==> src/rtl/prog_clock_divider_if.sv <==
// Configuration/handshake bundle for prog_clock_divider.
// The DUT takes the slave modport; the driving side takes master.
interface prog_clock_divider_if #(
    parameter int CNT_W = 16
);
    logic             en;
    logic             load;
    logic [CNT_W-1:0] div_in;
    logic [CNT_W-1:0] high_in;
    logic             ready;
    logic             cfg_err;
    logic             clk_out;
    logic             tick;

    modport master (
        output en, load, div_in, high_in,
        input  ready, cfg_err, clk_out, tick
    );

    modport slave (
        input  en, load, div_in, high_in,
        output ready, cfg_err, clk_out, tick
    );
endinterface

==> src/rtl/prog_clock_divider.sv <==
// Runtime-programmable clock/tick divider; new configs take effect at a period boundary.
// Optional CLKGEN_SYNC_EN adds sync_in, whose rising edge restarts the period.
module prog_clock_divider #(
    parameter int CNT_W    = 16,
    parameter int DEF_DIV  = 10416,
    parameter int DEF_HIGH = 5208
) (
    input logic                clk_in,
    input logic                rst,
    prog_clock_divider_if.slave bus
`ifdef CLKGEN_SYNC_EN
    ,
    input logic                sync_in
`endif
);

    typedef enum logic [1:0] {STOP, RUN, PEND} state_t;

    localparam logic [CNT_W-1:0] ONE      = CNT_W'(1);
    localparam logic [CNT_W-1:0] TWO      = CNT_W'(2);
    localparam logic [CNT_W-1:0] DIV_RST  = CNT_W'(DEF_DIV);
    localparam logic [CNT_W-1:0] HIGH_RST = CNT_W'(DEF_HIGH);

    state_t           state, state_n;
    logic [CNT_W-1:0] div_cur, div_cur_n;
    logic [CNT_W-1:0] high_cur, high_cur_n;
    logic [CNT_W-1:0] div_pnd, div_pnd_n;
    logic [CNT_W-1:0] high_pnd, high_pnd_n;
    logic [CNT_W-1:0] cnt, cnt_n;
    logic             clk_out_q, clk_out_n;
    logic             tick_q, tick_n;
    logic             cfg_err_q, cfg_err_n;
    logic             restart;
    logic             at_wrap;
    logic             apply;
    logic             load_ok;

`ifdef CLKGEN_SYNC_EN
    logic sync_q;
    logic sync_rise;

    // Edge seen in cycle N is registered, so the restart lands on the edge ending N+1.
    always_ff @(posedge clk_in or negedge rst) begin
        if (!rst) begin
            sync_q    <= 1'b0;
            sync_rise <= 1'b0;
        end else begin
            sync_q    <= sync_in;
            sync_rise <= bus.en & sync_in & ~sync_q;
        end
    end

    assign restart = bus.en & sync_rise;
`else
    assign restart = 1'b0;
`endif

    assign at_wrap = (cnt == div_cur - ONE) || restart;
    assign apply   = (state == PEND) && (!bus.en || at_wrap);
    assign load_ok = (bus.div_in >= TWO) && (bus.high_in != '0) && (bus.high_in < bus.div_in);

    always_ff @(posedge clk_in or negedge rst) begin
        if (!rst) begin
            state     <= STOP;
            div_cur   <= DIV_RST;
            high_cur  <= HIGH_RST;
            div_pnd   <= '0;
            high_pnd  <= '0;
            cnt       <= DIV_RST - ONE;
            clk_out_q <= 1'b0;
            tick_q    <= 1'b0;
            cfg_err_q <= 1'b0;
        end else begin
            state     <= state_n;
            div_cur   <= div_cur_n;
            high_cur  <= high_cur_n;
            div_pnd   <= div_pnd_n;
            high_pnd  <= high_pnd_n;
            cnt       <= cnt_n;
            clk_out_q <= clk_out_n;
            tick_q    <= tick_n;
            cfg_err_q <= cfg_err_n;
        end
    end

    always_comb begin
        state_n    = state;
        div_cur_n  = div_cur;
        high_cur_n = high_cur;
        div_pnd_n  = div_pnd;
        high_pnd_n = high_pnd;
        cnt_n      = cnt;
        clk_out_n  = 1'b0;
        tick_n     = 1'b0;
        cfg_err_n  = 1'b0;

        // Outputs of the new period are derived from the just-applied config.
        if (apply) begin
            div_cur_n  = div_pnd;
            high_cur_n = high_pnd;
        end

        if (!bus.en) begin
            cnt_n   = div_cur_n - ONE;
            state_n = STOP;
        end else begin
            cnt_n     = at_wrap ? '0 : cnt + ONE;
            clk_out_n = (cnt_n < high_cur_n);
            tick_n    = (cnt_n == '0);
            if (state != PEND || apply) begin
                state_n = RUN;
            end
        end

        if (bus.load) begin
            if (state != PEND && load_ok) begin
                div_pnd_n  = bus.div_in;
                high_pnd_n = bus.high_in;
                state_n    = PEND;
            end else begin
                cfg_err_n = 1'b1;
            end
        end
    end

    assign bus.ready   = (state != PEND);
    assign bus.cfg_err = cfg_err_q;
    assign bus.clk_out = clk_out_q;
    assign bus.tick    = tick_q;

endmodule

==> src/flat_wrapper.sv <==
// flat-port wrapper written by rule: the top's interface ports become plain ports
module prog_clock_divider_flat 
#(
    parameter int CNT_W    = 16,
    parameter int DEF_DIV  = 10416,
    parameter int DEF_HIGH = 5208
)
  (clk_in, rst, bus_en, bus_load, bus_div_in, bus_high_in, bus_ready, bus_cfg_err, bus_clk_out, bus_tick);
  prog_clock_divider_if #(.CNT_W(CNT_W)) bus_i ();
  input logic clk_in;
  input logic rst;
  input wire logic [$bits(bus_i.en)-1:0] bus_en;
  input wire logic [$bits(bus_i.load)-1:0] bus_load;
  input wire logic [$bits(bus_i.div_in)-1:0] bus_div_in;
  input wire logic [$bits(bus_i.high_in)-1:0] bus_high_in;
  output wire logic [$bits(bus_i.ready)-1:0] bus_ready;
  output wire logic [$bits(bus_i.cfg_err)-1:0] bus_cfg_err;
  output wire logic [$bits(bus_i.clk_out)-1:0] bus_clk_out;
  output wire logic [$bits(bus_i.tick)-1:0] bus_tick;
  assign bus_i.en = bus_en;
  assign bus_i.load = bus_load;
  assign bus_i.div_in = bus_div_in;
  assign bus_i.high_in = bus_high_in;
  assign bus_ready = bus_i.ready;
  assign bus_cfg_err = bus_i.cfg_err;
  assign bus_clk_out = bus_i.clk_out;
  assign bus_tick = bus_i.tick;
  prog_clock_divider #(.CNT_W(CNT_W), .DEF_DIV(DEF_DIV), .DEF_HIGH(DEF_HIGH)) u_core (.clk_in(clk_in), .rst(rst), .bus(bus_i));
endmodule
==> config.mk <==
export PLATFORM = sky130hd
export DESIGN_NAME = prog_clock_divider_flat
export DESIGN_NICKNAME = d
export VERILOG_FILES = /design/src/rtl/prog_clock_divider_if.sv /design/src/rtl/prog_clock_divider.sv /design/src/flat_wrapper.sv
export SDC_FILE = /design/constraint.sdc
export NUM_CORES = 1
export LEC_CHECK = 0
export CAP_MARGIN = 20
export CORE_MARGIN = 4
export CORE_UTILIZATION = 37
export DETAILED_ROUTE_END_ITERATION = 16
export HOLD_SLACK_MARGIN = 0.1
export PLACE_DENSITY = 0.59
export SYNTH_ARGS = -nofsm -noshare
export SYNTH_HDL_FRONTEND = slang
export SYNTH_SLANG_ARGS = --single-unit
==> constraint.sdc <==
create_clock -name clk_in -period 5.5 [get_ports clk_in]
set_clock_uncertainty 0.2 [all_clocks]
set_input_delay 1.1 -clock clk_in [delete_from_list [all_inputs] [get_ports clk_in]]
set_output_delay 1.1 -clock clk_in [all_outputs]
set_load 0.02 [all_outputs]
* Yosys cells after proc, flatten, opt, wreduce, memory -nomap -nowiden *
Cells that the tools add are included.

cells by class
  add/sub/neg operators = 3
  multiplexer cells = 12
  reductions and logical operators = 10
  shift operators = 0
  multipliers = 0
  divide/modulo/power cells = 0
  bitwise operators = 0
  equality and inequality tests = 3
  magnitude comparators = 3

operators by type and width
  cell                                                                                   count
  16-bit two-way mux                                                                     4
  16-bit less-than comparator                                                            2
  16-bit by 1-bit subtractor with 16-bit output (second input constant)                  2
  16-bit by 1-bit adder with 16-bit output (second input constant)                       1
  16-bit equality test                                                                   1
  16-bit by 2-bit greater-or-equal comparator with 1-bit output (second input constant)  1
  16-bit logical NOT                                                                     1
  16-bit nonzero test                                                                    1
  2-bit two-way mux                                                                      4
  1-bit logical AND                                                                      4
  1-bit two-way mux                                                                      4
  2-bit equality test (second input constant)                                            1
  1-bit logical OR                                                                       2
  2-bit inequality test (second input constant)                                          1
  2-bit AND reduction                                                                    1
  1-bit logical NOT                                                                      1

word-level totals
  memory bits (writable) = 0
  bits of input ports = 36
  word-level logic and storage cells = 40
  output and inout bits = 4
  register bits after elaboration = 85
  memories kept = 0
  memory bits (read-only) = 0
  latch bits = 0

* Longest topological paths before layout *
Gate-level depths: netlist of run 1.

  word-level depth = 9
  depth in mapped cells = 22
  mapped depth without buffers = 19

* Worst setup path before layout of run 1 *
No wires, ideal clock.

  path type = reg2reg
  start point = reg u_core.div_cur[0]
  end point = reg u_core.clk_out_q (netlist: u_core.bus.clk_out)
  library setup time = 0.082 ns
  slack = 1.012 ns
  buffers on the path = 3
  period minus slack after synthesis = 4.488 ns
  arrival = 4.206 ns
  stages on the path, launching flop included = 23
  data required time = 5.218 ns
  cells stage by stage = dfrtp_1 buf_2 inv_1 ha_1 or4b_4 a2111oi_2 nor3_1 a211oi_1 nand4_2 a21oi_4 buf_6 buf_6 mux2i_1 ha_1 a21o_1 a21o_1 a21o_1 a21o_1 a21oi_1 nor2b_1 o21ai_0 nand4b_1 a31oi_1

between the ends
  longest elaborated chain between the ends = 7
  elaborated cells between the ends (all ways) = 8
  those cells by class = add/sub: 1; order compare: 1; eq/ne: 1; mux: 3; reduce/logical: 2

RTL lines
  item                                             RTL line                   source
  from (decl)                                      prog_clock_divider.sv:25   logic [CNT_W-1:0] div_cur, div_cur_n;
  from (signal assigned)                           prog_clock_divider.sv:75   div_cur <= div_cur_n;
  16-bit by 1-bit subtractor with 16-bit output *  prog_clock_divider.sv:58   assign at_wrap = (cnt == div_cur - ONE) || restart;
  16-bit equality test *                           prog_clock_divider.sv:58
  1-bit logical OR                                 prog_clock_divider.sv:59   assign apply = (state == PEND) && (!bus.en || at_wrap);
  1-bit logical AND                                prog_clock_divider.sv:59
  16-bit two-way mux                               prog_clock_divider.sv:98   if (apply) begin
  16-bit less-than comparator *                    prog_clock_divider.sv:108  clk_out_n = (cnt_n < high_cur_n);
  1-bit two-way mux *                              prog_clock_divider.sv:103  if (!bus.en) begin
  net u_core.clk_out_n                             prog_clock_divider.sv:30   logic clk_out_q, clk_out_n;
  to (signal assigned)                             prog_clock_divider.sv:80   clk_out_q <= clk_out_n;
  to (decl)                                        prog_clock_divider.sv:30

Mark *: on every way through the listed nets, which the timed path passes. The rest lies on a longest branch.
A chain may end at the register's enable or synchronous reset.

* Final worst setup path of run 1 *
Ends and elaborated chain as after synthesis.

==> run_results.csv, run 1 <==
group,metric,value,unit
route,drt_wl_total,14600,um
global_route,grt_max_degree,48,
sta,worstMarginPinSlew,887,ps
clock_network,cts_hold_buf,0,
sta,setup_violations,0,
sta,period_share,88.4,%
floorplanning,die_y,133,um
floorplanning,die_width,133,um
synthesis,synth.distinct_cells,60,
placed_design,hpwlAfterDp,11200,um
clock_network,cts_setup_buffers,0,
route,vias,4434,
global_route,antenna_found_initial,0,
route,antenna_left,0,
synthesis,synth_top_area_share,29.2,%
clock_network,cts_root_buffer,"clkbuf_16",
global_route,overflow,0,
finish,areaGrowthSynthToFinish,14.4,%
clock_network,htreeDepth,3,
sta,drv_slew,0,
floorplanning,die_area,0.0176,mm2
global_route,grt_pass1_wl,23700,um
sta,setup_ws,641,ps
setup_path,setup.worst_path.class,"reg -> reg",
power,clockPowerShare,17.6,%
setup_path,end_kind,"flop",
setup_path,worst_path_max_delay_cell,"or4b_4",
global_route,grt_pass1_vias,4440,
clock_network,cts.sinks,85,
power,p_per_area,582,mW/mm2
synthesis,avgSynthCellArea,9.64,um2
setup_path,crit_buf_inv,1,
clock_network,clk_pin_slew,60,ps
setup_path,critPathMaxStageDelay,530,ps
clock_network,clockBufferDepth,2,
global_route,track_usage,16.9,%
synthesis,synth_common_cells,"dfrtp_1 (67), mux2_2 (51), nor2_1 (46)",
synthesis,synth_top_area_cell,"dfrtp_1",
sta,period_minus_slack,4860,ps
synthesis,synth-seq-cells,85,
synthesis,synth_edf_count,0,
power,peakVddDrop,0.219,mV
route,dr.first_iter.drc_count,296,
floorplanning,initial_utilization,37.8,%
finish,final_layout_size_suffix_gt1_share,17.7,%
route,route.detailed.drc,0,
synthesis,synthesis.nets,665,
synthesis,syn_area,0.00575,mm2
worst_hold_path,hp-class,"reg -> reg",
setup_path,cp.arrival,4930,ps
placed_design,port_buffers,39,
finish,layout.nets,687,
power,seqPwrFrac,37.5,%
setup_path,cp_max_fo,9,
setup_path,crit_path_cell_trace,"inv_1 -> ha_1 -> or4b_4 -> a2111oi_2 -> nor3_1 -> a211oi_1 -> nand4_2 -> a21oi_4 -> mux2i_1 -> ha_1 -> a21o_1 -> a21o_1 -> a21o_1 -> a21o_1 -> a21oi_1 -> nor2b_1 -> o21ai_0 -> nand4b_1 -> a31oi_1",
clock_network,cts_tree,"done",
placed_design,pre_cts_slack,606,ps
setup_path,start_kind,"flop",
clock_network,cts_resized,0,
sta,holdWs,302,ps
synthesis,yosysSeqAreaShare,37.4,%
power,swShare,41.4,%
sta,finalHoldViolCount,0,
floorplanning,rows,45,
power,p_int,0.00225,W
power,p_switching,0.00158,W
finish,fillers,1510,
run,drv_cap,0,
synthesis,synth_async_sr_flop_share,100,%
synthesis,yosys_warnings,0,
sta,slew_headroom,39.3,%
synthesis,yosys-top-cells-area,"dfrtp_1 (29%), mux2_2 (10%), dfstp_2 (8.2%)",
synthesis,syn_inst,596,
sta,setup-tns-final,0,ps
finish,utilization,43.3,%
power,pwr-share-comb,44.8,%
synthesis,synthFlopType,"dfrtp_1",
sta,rsz0062_at_grt,"no",
setup_path,crit_top_cell,"a21o_1",
floorplanning,num_io_pins,40,
status,run_status,"finished, final reports clean",
clock_network,cts_made_buffers,9,
placed_design,globalplace.congestion,0.894,
route,routedWlPerCell,18.0,um
sta,max_freq,206,MHz
clock_network,insertion_delay,350,ps
finish,diodes,0,
setup_path,critPathTopFamily,"compound AO/OA/AOI/OAI gates",
power,leakagePower,2.74,nW
floorplanning,coreArea,0.0152,mm2
setup_path,worstPathRequired,5570,ps
route,first_pass_iters,4,
route,vias_per_cell,5.47,
synthesis,yosysMostFrequentCell,"dfrtp_1",
==> cells in the final DEF, fill, tap and decap left out, types with 13 or more instances in the layout <==
cell type	n
a21oi_1	25
clkdlybuf4s50_1	38
dfrtp_1	67
dfstp_2	18
ha_1	33
inv_1	42
mux2_2	51
mux2i_1	16
nand2_1	34
nand3_1	14
nand4_1	13
nor2_1	46
nor3_1	23
nor4_1	14
o21ai_0	20
xnor2_1	31
xor2_1	25
==> worst register-to-register path, delay by kind of cell (launching register included) <==
family	cells	cell delay, ps
muxes	1	300
adders and majority gates	2	490
AOI/OAI and AO/OA	10	2130
and+or+nand+nor	5	1100
buffers and inverters	1	100
DFF	1	470
==> logic make-up after synthesis <==
family	Yosys count	share of synthesized area, %
simple gates	193	18.0
compound gates	84	9.67
buf+inv	77	6.16
flops	85	37.4
mux	68	13.0
xor+xnor	56	8.53
fa+ha+maj	33	7.18
==> per-stage QoR <==
stage,instances,instance area (um2),power (W)
after floorplan,596,5750,0.00268
after global placement,795,6240,0.00309
after detailed placement,795,6240,0.00315
after CTS,811,6580,0.00384
after global routing,811,6580,0.00413
final,811,6580,0.00383
==> power groups by stage <==
| stage | Combinational [W] | Clock [W] | Sequential, W |
|---|---|---|---|
| after CTS | 0.00172 | 0.000692 | 0.00143 |
| final | 0.00172 | 0.000676 | 0.00144 |
| after floorplan | 0.00151 | 0 | 0.00117 |
| after global placement | 0.00167 | 0 | 0.00142 |
| after global routing | 0.00193 | 0.000719 | 0.00148 |
| after detailed placement | 0.00171 | 0 | 0.00143 |
==> registers in the layout (all words and copies together), names as in the netlist <==
name                count
u_core.state            2
u_core.high_cur        16
u_core.div_cur         16
u_core.high_pnd        16
u_core.bus.tick         1
u_core.bus.clk_out      1
u_core.div_pnd         16
u_core.cnt             16
u_core.bus.cfg_err      1
==> layer usage <==
layer	routed length (um)	GRT usage, %	share of wire [%]
met1	6790	23.6	47
met2	6700	26.0	46
met3	744	3.35	5.1
met4	326	6.58	2.2
met5	0	0	0
==> final cells by class <==
class / count / area (um2) / share of cell area, %
Sequential cell: 85 / 2150 / 32.7
Clock buffer: 11 / 253 / 3.84
Clock inverter: 5 / 82.6 / 1.26
Timing Repair Buffer: 45 / 445 / 6.77
Inverter: 43 / 161 / 2.45
Multi-Input combinational cell: 434 / 3250 / 49.4
Tap cell: 188 / 235 / 3.58
==> worst paths after layout <==
kind                                    start            endpoint  slack, ps  cells past startpoint
max                         u_core.div_cur[0]  u_core.bus.clk_out        640                     19
max in group asynchronous                 rst  u_core.high_cur[6]       3560                      2
min                        u_core.high_cur[9]  u_core.high_cur[9]        300                      2
max reg2reg                 u_core.div_cur[0]  u_core.bus.clk_out        640                     19
min reg2reg                u_core.high_cur[9]  u_core.high_cur[9]        300                      2
min in group asynchronous                 rst     u_core.bus.tick        560                      1
Power figures use the tool's default switching activity.
==> inputs of run 2 (changes only) <==
- ABC_AREA: default -> 1
- CAP_MARGIN: 20 -> 15
- RECOVER_POWER: default -> 100
==> run 2 against run 1 <==
The flow now finishes with violations (max-capacitance violations, max-slew violations). Synthesized area fell by 0.39%. Combinational power fell by 15%. Routed wire length rose by 1.6%. Die area fell by 0.37%. Critical path depth rose by 3. Sequential share of layout area rose by 0.41 points. Maximum frequency rose by 9.2%. Largest power group unchanged.
==> run_results.csv, run 2 <==
group,metric,value,unit
placed_design,globalplace.congestion,0.902,
synthesis,yosysMostFrequentCell,"nand2_1",
setup_path,worstPathRequired,5490,ps
setup_path,end_kind,"flop",
placed_design,placed_cell_area,0.00626,mm2
clock_network,insertion_delay,340,ps
finish,layout_common_cells,"nand2_1 (232), inv_1 (124), nor2_1 (80), dfrtp_1 (67), o21ai_0 (57)",
clock_network,htreeDepth,3,
clock_network,cts_made_buffers,9,
synthesis,yosys-top-cells-area,"dfrtp_1 (29%), nand2_1 (15%), dfstp_2 (8.3%)",
sta,rsz0062_at_grt,"no",
global_route,track_usage,17.3,%
clock_network,clockBufferDepth,2,
synthesis,synth_edf_count,0,
floorplanning,num_io_pins,40,
global_route,overflow,0,
floorplanning,die_area,0.0175,mm2
setup_path,start_kind,"flop",
sta,holdWs,300,ps
clock_network,cts_resized,0,
route,route.detailed.drc,0,
finish,final_common_cell,"nand2_1",
status,violations,"max-capacitance violations, max-slew violations",
power,leakagePower,3.39,nW
placed_design,hpwlAfterDp,11700,um
synthesis,synth_common_cells,"nand2_1 (228), inv_1 (124), nor2_1 (77)",
worst_hold_path,hp-class,"reg -> reg",
setup_path,crit_path_cell_trace,"inv_1 -> ha_1 -> nand3_1 -> nor2_1 -> nand2_1 -> nand2_1 -> nand2_1 -> inv_1 -> nor2_1 -> nand2_1 -> nor2_2 -> nand2_1 -> nand2_8 -> nand2_4 -> nand2_1 -> nand2_1 -> ha_1 -> nand3_1 -> nor3_1 -> nand3_1 -> nand3_1 -> o21ai_0",
sta,max_freq,225,MHz
global_route,grt_pass1_wl,24200,um
finish,post-route-cell-area,0.00649,mm2
synthesis,yosysSeqAreaShare,37.6,%
synthesis,synth.distinct_cells,39,
sta,setup_violations,0,
floorplanning,die_width,132,um
sta,slew_headroom,-62.3,%
route,first_pass_iters,5,
synthesis,synth_async_sr_flop_share,100,%
synthesis,synth_top_area_share,29.3,%
floorplanning,initial_utilization,37.7,%
clock_network,cts_tree,"done",
route,vias_per_cell,4.74,
power,p_int,0.00180,W
power,peakVddDrop,0.149,mV
setup_path,setup.worst_path.class,"reg -> reg",
sta,worstMarginPinSlew,2430,ps
setup_path,worst_path_max_delay_cell,"nor3_1",
setup_path,critPathMaxStageDelay,520,ps
finish,layout.nets,900,
synthesis,yosys_warnings,0,
global_route,antenna_found_initial,0,
route,drt_wl_total,14800,um
clock_network,cts_setup_buffers,0,
sta,finalHoldViolCount,0,
floorplanning,coreArea,0.0152,mm2
synthesis,synth_top_area_cell,"dfrtp_1",
power,clockPowerShare,19.6,%
power,total_power,0.00321,W
setup_path,cp_max_fo,57,
sta,setup-tns-final,0,ps
power,pwr-share-comb,45.4,%
route,vias,4858,
synthesis,synth-seq-cells,85,
sta,setup_ws,1050,ps
sta,period_share,80.9,%
synthesis,synthesis.nets,868,
setup_path,crit_buf_inv,2,
finish,diodes,0,
route,antenna_left,0,
floorplanning,rows,45,
clock_network,clk_pin_slew,70,ps
power,seqPwrFrac,34.9,%
synthesis,synthFlopType,"dfrtp_1",
synthesis,avgSynthCellArea,7.16,um2
finish,final_layout_size_suffix_gt1_share,7.06,%
floorplanning,die_y,132,um
synthesis,syn_inst,799,
synthesis,syn_area,0.00572,mm2
run,drv_cap,2,
finish,areaGrowthSynthToFinish,13.5,%
power,swShare,43.9,%
setup_path,critPathTopFamily,"simple AND/OR/NAND/NOR gates",
status,run_status,"finished, violations left",
sta,period_minus_slack,4450,ps
setup_path,cp.arrival,4440,ps
placed_design,pre_cts_slack,1220,ps
sta,drv_slew,73,
clock_network,cts.sinks,85,
clock_network,cts_root_buffer,"clkbuf_16",
clock_network,cts_hold_buf,0,
power,p_switching,0.00141,W
route,routedWlPerCell,14.4,um
setup_path,crit_top_cell,"nand2_1",
placed_design,port_buffers,39,
global_route,grt_pass1_vias,4636,
route,dr.first_iter.drc_count,313,
power,p_per_area,494,mW/mm2
global_route,grt_max_degree,58,
-- run 2: cell count changes after synthesis, moves of 11 or more --
cell     delta
nor2_2     +11
mux2_2     -51
inv_1      +82
nor3_1     -19
o21ai_0    +35
mux2i_1    -16
xnor2_1    -25
nor2_1     +31
nand3_1    +35
nand2_1   +194
-- run 2: logic make-up after synthesis --
logic type | Yosys count | share of synthesized area [%]
and+or+nand+nor | 416 | 32.3
xor gates and xnor gates | 26 | 3.98
AOI/OAI and AO/OA | 93 | 8.85
buffers and inverters | 146 | 10.1
DFF | 85 | 37.6
adders and majority gates | 33 | 7.21
-- run 2: per-stage QoR --
stage | utilization, % | cells
global placement | 41.2 | 1008
floorplan | - | 799
global route | 42.7 | 1024
finish | 42.7 | 1024
CTS | 43.2 | 1024
detailed placement | 41.2 | 1008
-- run 2: cell type report --
cell class | count | area [um2]
clock buffers | 10 | 239
clock inverters | 6 | 70.1
fillers | 1595 | 8710
inverters | 125 | 469
multi-input cells | 568 | 2930
flip-flops and latches | 85 | 2150
well taps | 188 | 235
repair buffers | 42 | 398
-- run 2: path summary, 6_finish.rpt --
check | slack [ps] | depth (start not counted) | start | end
max | 1050 | 22 | u_core.div_cur[0] | u_core.cnt[10]
min | 300 | 2 | u_core.high_pnd[12] | u_core.high_pnd[12]
max reg2reg | 1050 | 22 | u_core.div_cur[0] | u_core.cnt[10]
min reg2reg | 300 | 2 | u_core.high_pnd[12] | u_core.high_pnd[12]
max in group asynchronous | 1750 | 2 | rst | u_core.div_cur[3]
min in group asynchronous | 1310 | 1 | rst | u_core.cnt[9]
-- run 2: power groups by stage --
stage | Sequential [W] | Clock (W) | Combinational (W)
after CTS | 0.00112 | 0.000643 | 0.00150
after global placement | 0.00113 | 0 | 0.00148
after global routing | 0.00116 | 0.000670 | 0.00169
after floorplan | 0.00105 | 0 | 0.00115
final | 0.00112 | 0.000629 | 0.00146
after detailed placement | 0.00113 | 0 | 0.00149
-- run 2: worst reg2reg max path: stages, from the launching register on --
cell     delay [ps]
dfrtp_1         380
inv_1           190
ha_1            240
nand3_1         130
nor2_1          260
nand2_1          80
nand2_1          60
nand2_1          50
inv_1            50
nor2_1           30
nand2_1          60
nor2_2           40
nand2_1         340
nand2_8         220
nand2_4         470
nand2_1         110
nand2_1         160
ha_1            200
nand3_1         150
nor3_1          520
nand3_1         150
nand3_1         110
o21ai_0         100
-- run 2: metal layers --
| layer | routed length, um | part of all wire (%) | vias up | GRT usage, % |
|---|---|---|---|---|
| met5 | 0 | 0 | - | 0 |
| met4 | 293 | 2.0 | 0 | 5.72 |
| met3 | 526 | 3.6 | 18 | 2.48 |
| met2 | 6600 | 45 | 100 | 26.7 |
| met1 | 7370 | 50 | 2155 | 25.0 |
| li1 | - | - | 2585 | - |
==> inputs of run 3 (changes only) <==
- clock period: 5.5 -> 4.15 ns (I/O delays scaled with it)
==> run 3 against run 2 <==
Cell count grew 0.59%. Routed wire length decreased by 2.2%. Via count is 0.35% higher. Sequential share of layout area decreased by 0.38 points. The run still ends with max-capacitance violations, max-slew violations left. First-iteration DRC count decreased by 8.9%. Count of clock-buffer cells in the layout did not move. Combinational power increased by 34%. Highest routed layer unchanged. Largest cell class unchanged. Largest power group unchanged. Non-clock buffer count up 6. Power up 33%.
==> run_results.csv, run 3 (synthesized netlist as in run 2, its figures left out) <==
group,metric,value,unit
placed_design,placed_cells,1014,
floorplanning,num_io_pins,40,
finish,fillers,1606,
floorplanning,rows,45,
clock_network,cts.sinks,85,
floorplanning,die_width,132,um
setup_path,cp.arrival,3730,ps
sta,slew_headroom,-15.0,%
sta,finalHoldViolCount,0,
run,drv_cap,2,
route,vias_per_cell,4.73,
worst_hold_path,hp-class,"reg -> reg",
clock_network,cts_resized,0,
clock_network,clk_pin_slew,60,ps
global_route,antenna_found_initial,0,
global_route,overflow,0,
sta,rsz0062_at_grt,"no",
setup_path,worstPathRequired,4180,ps
clock_network,cts_setup_buffers,0,
clock_network,cts_root_buffer,"clkbuf_16",
route,route.detailed.drc,0,
finish,diodes,0,
power,peakVddDrop,0.204,mV
setup_path,cp_max_fo,37,
sta,drv_slew,63,
placed_design,port_buffers,39,
finish,final_layout_size_suffix_gt1_share,7.84,%
global_route,track_usage,17.0,%
clock_network,cts_tree,"done",
sta,period_share,89.3,%
route,drt_wl_total,14500,um
setup_path,start_kind,"flop",
clock_network,cts_hold_buf,0,
finish,areaGrowthSynthToFinish,14.8,%
setup_path,setup.worst_path.class,"reg -> reg",
status,run_status,"finished, violations left",
setup_path,end_kind,"flop",
global_route,grt_max_degree,49,
status,violations,"max-capacitance violations, max-slew violations",
sta,setup-tns-final,0,ps
sta,max_freq,270,MHz
floorplanning,die_area,0.0175,mm2
clock_network,clockBufferDepth,2,
global_route,met3_usage,2.63,%
floorplanning,initial_utilization,37.7,%
sta,period_minus_slack,3700,ps
finish,layout.nets,906,
global_route,grt_pass1_wl,24100,um
finish,final_common_cell,"nand2_1",
global_route,grt_use_met2,25.0,%
finish,final_cells,1030,
route,routedWlPerCell,14.0,um
placed_design,hpwlAfterDp,11700,um
placed_design,globalplace.congestion,0.917,
route,first_pass_iters,5,
finish,layout_common_cells,"nand2_1 (232), inv_1 (124), nor2_1 (79), dfrtp_1 (67), o21ai_0 (55)",
power,p_per_area,650,mW/mm2
global_route,busiest_layer,"met1",
sta,setup_violations,0,
floorplanning,coreArea,0.0152,mm2
sta,worstMarginPinSlew,1730,ps
clock_network,insertion_delay,340,ps
global_route,use_met1,25.2,%
route,antenna_left,0,
route,vias,4875,
clock_network,cts_made_buffers,9,
floorplanning,die_y,132,um
global_route,grt_pass1_vias,4653,
power,leakagePower,3.42,nW
route,dr.first_iter.drc_count,285,
clock_network,htreeDepth,3,
sta,holdWs,299,ps
run 3: changes by cell type in the layout (fill, tap and decap cells not counted), sizes merged:
cell | before | now
clkbuf | 14 | 17
clkinv | 4 | 3
clkinvlp | 0 | 2
buf | 0 | 3
inv | 126 | 125
run 3: cell type report:
cell class | count | area [um2] | area share (%)
clock buffers | 10 | 239 | 3.64
well taps | 188 | 235 | 3.58
inverters | 125 | 469 | 7.14
clock inverters | 6 | 71.3 | 1.09
multi-input cells | 568 | 2980 | 45.3
repair buffers | 48 | 430 | 6.55
flip-flops and latches | 85 | 2150 | 32.7
run 3: where the power goes:
group / internal, W / switching, W
registers: 0.00120 / 0.000283
clock network: 0.000487 / 0.000339
logic: 0.000714 / 0.00124
run 3: final timing paths:
| check | cells past startpoint | slack, ps | from | endpoint |
|---|---|---|---|---|
| setup / recovery | 24 | 450 | u_core.div_cur[0] | u_core.cnt[9] |
| hold / removal | 2 | 300 | u_core.high_pnd[12] | u_core.high_pnd[12] |
| setup reg to reg | 24 | 450 | u_core.div_cur[0] | u_core.cnt[9] |
| hold reg to reg | 2 | 300 | u_core.high_pnd[12] | u_core.high_pnd[12] |
| max in group asynchronous | 2 | 840 | rst | u_core.high_pnd[0] |
| min in group asynchronous | 1 | 740 | rst | u_core.cnt[9] |
run 3: per-stage QoR:
step / total power, W / util (%) / instance area (um2) / worst slack, ps
final: 0.00427 / 43.2 / 6570 / 446
after global routing: 0.00468 / 43.2 / 6570 / 2.83
after CTS: 0.00432 / 43.6 / 6630 / 466
after detailed placement: 0.00348 / 41.6 / 6320 / 497
after global placement: 0.00347 / 41.6 / 6320 / 549
after floorplan: 0.00292 / - / 5720 / 720
run 3: critical path, cell delays in order (launching register included):
cell	delay, ps
dfrtp_1	370
inv_1	170
ha_1	220
nand3_1	140
nor2_2	220
nand3_1	90
nand2_1	70
inv_1	30
nor2_1	70
nand2_1	70
nor2_2	140
nand2_4	110
nand2_8	170
nand2_4	240
buf_4	300
nand2_2	70
nand2_1	160
nor2_1	170
nand2_2	110
nor2_8	140
nand2_1	60
nand2_1	50
nand2_1	50
nand2_1	80
nand2_1	60
run 3: metal layers:
metal / vias up / routed length [um]
li1: 2597 / -
met1: 2149 / 7320
met2: 103 / 6150
met3: 26 / 509
met4: 0 / 480
met5: - / 0
==> edit 1 (settings of run 3) <==
`CNT_W` is set to 16 in 3 places; all go to 14.
--- a/src/rtl/prog_clock_divider_if.sv
+++ b/src/rtl/prog_clock_divider_if.sv
@@ -3,3 +3,3 @@
 interface prog_clock_divider_if #(
-    parameter int CNT_W = 16
+    parameter int CNT_W = 14
 );
--- a/src/rtl/prog_clock_divider.sv
+++ b/src/rtl/prog_clock_divider.sv
@@ -3,3 +3,3 @@
 module prog_clock_divider #(
-    parameter int CNT_W    = 16,
+    parameter int CNT_W    = 14,
     parameter int DEF_DIV  = 10416,
--- a/src/flat_wrapper.sv
+++ b/src/flat_wrapper.sv
@@ -3,3 +3,3 @@
 #(
-    parameter int CNT_W    = 16,
+    parameter int CNT_W    = 14,
     parameter int DEF_DIV  = 10416,
Ports: changed (resized bus_div_in and bus_high_in); port bits go from 40 to 36. No check against the original RTL was run, so the function may have changed too.
==> edit 1 against run 3 <==
The run still ends with max-capacitance violations, max-slew violations left; design area is 10% lower; total power is 7.5% lower; combinational power is 7% lower; area after synthesis is 11% lower; sequential cell count is 10 lower; hold slack better by 0.015 ns; sequential share of layout area is 0.45 points lower; first-iteration DRC count is 35% lower; routed wire length is 9.2% lower; global-route usage is 0.69 points higher; worst setup slack better by 0.036 ns; critical path type unchanged.
==> edit 1: results <==
{
  "status": "finished, violations left",
  "violations": "max-capacitance violations, max-slew violations",
  "reg2regPathDepth": 20,
  "syn-num-nets": 744,
  "worstReg2RegEnd": "u_core.bus.clk_out$_DFF_PN0_",
  "pg_seq_w": 0.00129,
  "drive_gt1_share_pct": 11.8,
  "p_switching_w": 0.00171,
  "cp_max_fo": 44,
  "postCtsSetupRepairBufs": 0,
  "wl_met2_mm": 6.10,
  "diodes": 0,
  "r2r_start": "u_core.div_cur[0]$_DFF_PN0_",
  "vias_per_cell": 4.78,
  "gp_congestion": 0.911,
  "synth-adder-area-share_pct": 7.13,
  "wl_met3_um": 350,
  "path_clk_slew_ns": 0.06,
  "port_buffers": 35,
  "avgRoutedWirePerCell_um": 14.6,
  "maxSlewHeadroom_pct": -24.0,
  "grt_max_degree": 76,
  "h-tree-depth": 3,
  "p_sw_share_pct": 43.2,
  "grt_use_total_pct": 17.7,
  "ys_seq_area_share_pct": 37.3,
  "synth_xor_area_share_pct": 2.93,
  "yosysUniqueCellTypes": 41,
  "maxSlewViolCount": 76,
  "synthMuxAreaShare_pct": 2.65,
  "clock_net_power_w": 0.000827,
  "dr.pass1.iters": 4,
  "hold_end": "u_core.high_pnd[1]$_DFFE_PN0P_",
  "min_from": "u_core.high_pnd[1]$_DFFE_PN0P_",
  "ff2ff_setup_slack_ns": 0.48,
  "maxCapViolCount": 1,
  "max-vdd-ir-drop_mv": 0.203,
  "hp-class": "flip-flop to flip-flop",
  "yosysWarnings": 0,
  "synth_common_cells": "181 x nand2_1, 119 x inv_1, 57 x dfrtp_1",
  "p_leak_nw": 2.90,
  "critPathMaxStageDelay_ns": 0.39,
  "netlist_top_cells_area": "dfrtp_1 28%, nand2_1 13%, dfstp_2 9.3%",
  "synth-compound-area-share_pct": 8.63,
  "nFillCells": 1433,
  "hpwl_mm": 10.8,
  "fin_nets": 782,
  "setup_tns_ns": 0,
  "grt_overflow": 0,
  "drt_iter0_drc": 184,
  "met1_length_mm": 6.34,
  "dr.max_layer_used": "met4",
  "grt_pass1_wl_mm": 22.5,
  "whs_path_depth": 1,
  "first_global_vias": 4548
}
-- edit 1: cell types whose count changed in the layout (fill, tap and decap cells not counted), moves of 6 or more --
cell,before,now
mux2_2,0,12
o21ai_0,55,36
xor2_1,20,9
nor2_4,1,7
a21oi_1,22,16
nand3_1,49,40
nand2_1,232,186
dfrtp_1,67,57
nor2_1,79,57
-- edit 1: kinds of logic (layout without fill, tap and decap cells) --
| logic type | Yosys count | count (layout) |
|---|---|---|
| AO/OA/AOI/OAI | 75 | 75 |
| XOR/XNOR | 17 | 17 |
| adder cells (fa/ha/maj) | 29 | 29 |
| buffers and inverters | 135 | 178 |
| flip-flops | 75 | 75 |
| multiplexers | 12 | 12 |
| AND/OR/NAND/NOR | 340 | 340 |
-- edit 1: what timing repair did --
action / 4_1_cts / 5_1_grt
endpoints found under the setup margin: 0 / 1
resized for setup: 0 / 1
hold endpoints to repair: 0 / 0
hold buffers: 0 / 0
-- edit 1: metrics by stage --
step | hold WS, ns | util (%) | setup slack [ns] | cells | cell area (um2)
finish | 0.313 | 44.1 | 0.482 | 902 | 5890
floorplan | 0.264 | - | 0.797 | 683 | 5090
global placement | 0.293 | 42.1 | 0.489 | 886 | 5610
CTS | 0.323 | 44.4 | 0.387 | 902 | 5930
detailed placement | 0.308 | 42.1 | 0.429 | 886 | 5610
global route | 0.346 | 44.1 | 0.114 | 902 | 5890
-- edit 1: area by class of cell --
type	count	area share, %
multi-input combinational	473	44.5
inverter	123	7.84
clock inverter	7	1.57
timing repair buffer	39	6.27
tap	176	3.74
clock buffer	9	3.83
sequential	75	32.3
-- edit 1: metal layers --
layer	vias to the layer above	global-route usage, %
met5	-	0
met4	0	7.53
met3	23	1.62
met2	78	28.9
met1	1982	24.2
li1	2231	-
==> edit 2 (flow settings as in run 3) <==
Made on the original files. Encoding of `state_t`: now one-hot (3 bits for 3 states).
--- a/src/rtl/prog_clock_divider.sv
+++ b/src/rtl/prog_clock_divider.sv
@@ -16,3 +16,3 @@
 
-    typedef enum logic [1:0] {STOP, RUN, PEND} state_t;
+    typedef enum logic [2:0] {STOP = 3'b001, RUN = 3'b010, PEND = 3'b100} state_t;
 
Function: no difference found for any inputs over 4 cycles, from zero or initial values and one cycle with rst low; so few cycles prove little.
==> edit 2 against run 3 <==
The flow still finishes with violations (max-capacitance violations, max-slew violations); clock power increased by 7.7%; utilization increased by 0.26 points; total power increased by 1.3%; count of clock-buffer cells in the layout increased by 1; first-iteration DRC count decreased by 22%; design area increased by 0.61%; routed wire length increased by 1.1%; worst setup slack got worse by 0.14 ns; synthesized cell count decreased by 1.5%; area after synthesis about the same; sequential cell count increased by 1; fmax decreased by 3.6%; largest cell class unchanged; highest routed layer unchanged.
==> edit 2: results <==
{
  "reg2regPathDepth": 21,
  "status": "finished, violations left",
  "netlist_top_cells_area": "dfrtp_1 29%, nand2_1 13%, dfstp_2 8.7%",
  "crit_path_end": "u_core.cnt[10]$_DFF_PN0_",
  "grt_max_degree": 83,
  "fin_nets": 898,
  "hold_end": "u_core.high_cur[15]$_DFF_PN0_",
  "min_from": "u_core.high_cur[15]$_DFF_PN0_",
  "maxCapViolCount": 1,
  "yosysUniqueCellTypes": 40,
  "whs_ns": 0.299,
  "first_global_vias": 4920,
  "worstReg2RegEnd": "u_core.cnt[10]$_DFF_PN0_",
  "max_slew.worst_pin.slew_ns": 2.01,
  "max-vdd-ir-drop_mv": 0.216,
  "violations": "max-capacitance violations, max-slew violations",
  "cp_max_fo": 21,
  "ff2ff_setup_slack_ns": 0.31,
  "cp_slowest_cell": "nor3_1",
  "drt_iter0_drc": 223,
  "synth_top_flop_cell": "dfrtp_1",
  "hpwl_mm": 11.7,
  "grt_use_total_pct": 17.1,
  "vias_per_cell": 4.77,
  "wl_mm": 14.6,
  "gp_congestion": 0.864,
  "maxSlewViolCount": 83,
  "p_leak_nw": 3.33,
  "syn-num-nets": 856,
  "drive_gt1_share_pct": 9.83,
  "port_buffers": 39,
  "grt_pass1_wl_mm": 24.3
}
-- edit 2: cell count changes in the layout (fill, tap and decap cells not counted), sizes merged, moves of 2 or more --
cell	change
a21oi	+3
xor2	-12
o21ai	-6
nor3	+5
nand2	-27
nand4	-2
mux2	+14
buf	+3
nor2	-5
nand3	+18
-- edit 2: cell families (layout without fill, tap and decap cells) --
family / count (synthesis) / after routing / share of synthesized area [%]
buf+inv: 144 / 191 / 9.92
xor+xnor: 15 / 15 / 2.29
simple gates: 405 / 405 / 31.5
mux: 14 / 14 / 2.75
compound gates: 90 / 90 / 8.37
fa+ha+maj: 33 / 33 / 7.21
flops: 86 / 86 / 38.0
-- edit 2: power by group --
part	internal, W	switching [W]	leakage [nW]	total (W)
Clock	0.000560	0.000329	0.162	0.000890
Combinational	0.000713	0.00126	2.18	0.00197
Sequential	0.00120	0.000257	0.988	0.00146
-- edit 2: metrics by stage --
stage | power [W] | setup WS (ns) | std cells | cell area [um2] | util (%)
finish | 0.00432 | 0.306 | 1022 | 6610 | 43.5
global placement | 0.00344 | 0.411 | 1006 | 6340 | 41.7
global route | 0.00477 | 0.00706 | 1022 | 6610 | 43.5
CTS | 0.00438 | 0.397 | 1022 | 6670 | 43.9
detailed placement | 0.00347 | 0.438 | 1006 | 6340 | 41.7
floorplan | 0.00292 | 0.846 | 787 | 5730 | -
-- edit 2: area by class of cell --
class                   count  area [um2]
clock buffers              11         253
clock inverters             5        81.3
fillers                  1600        8590
inverters                 126         473
multi-input cells         557        2950
flip-flops and latches     86        2180
well taps                 188         235
repair buffers             49         447
-- edit 2: routing by layer --
metal  global-route usage, %  routed length, um  vias up
met5                       0                  0        -
met4                    4.56                184        0
met3                    2.40                457       12
met2                    27.3               6450       80
met1                    24.6               7540     2181
li1                        -                  -     2597
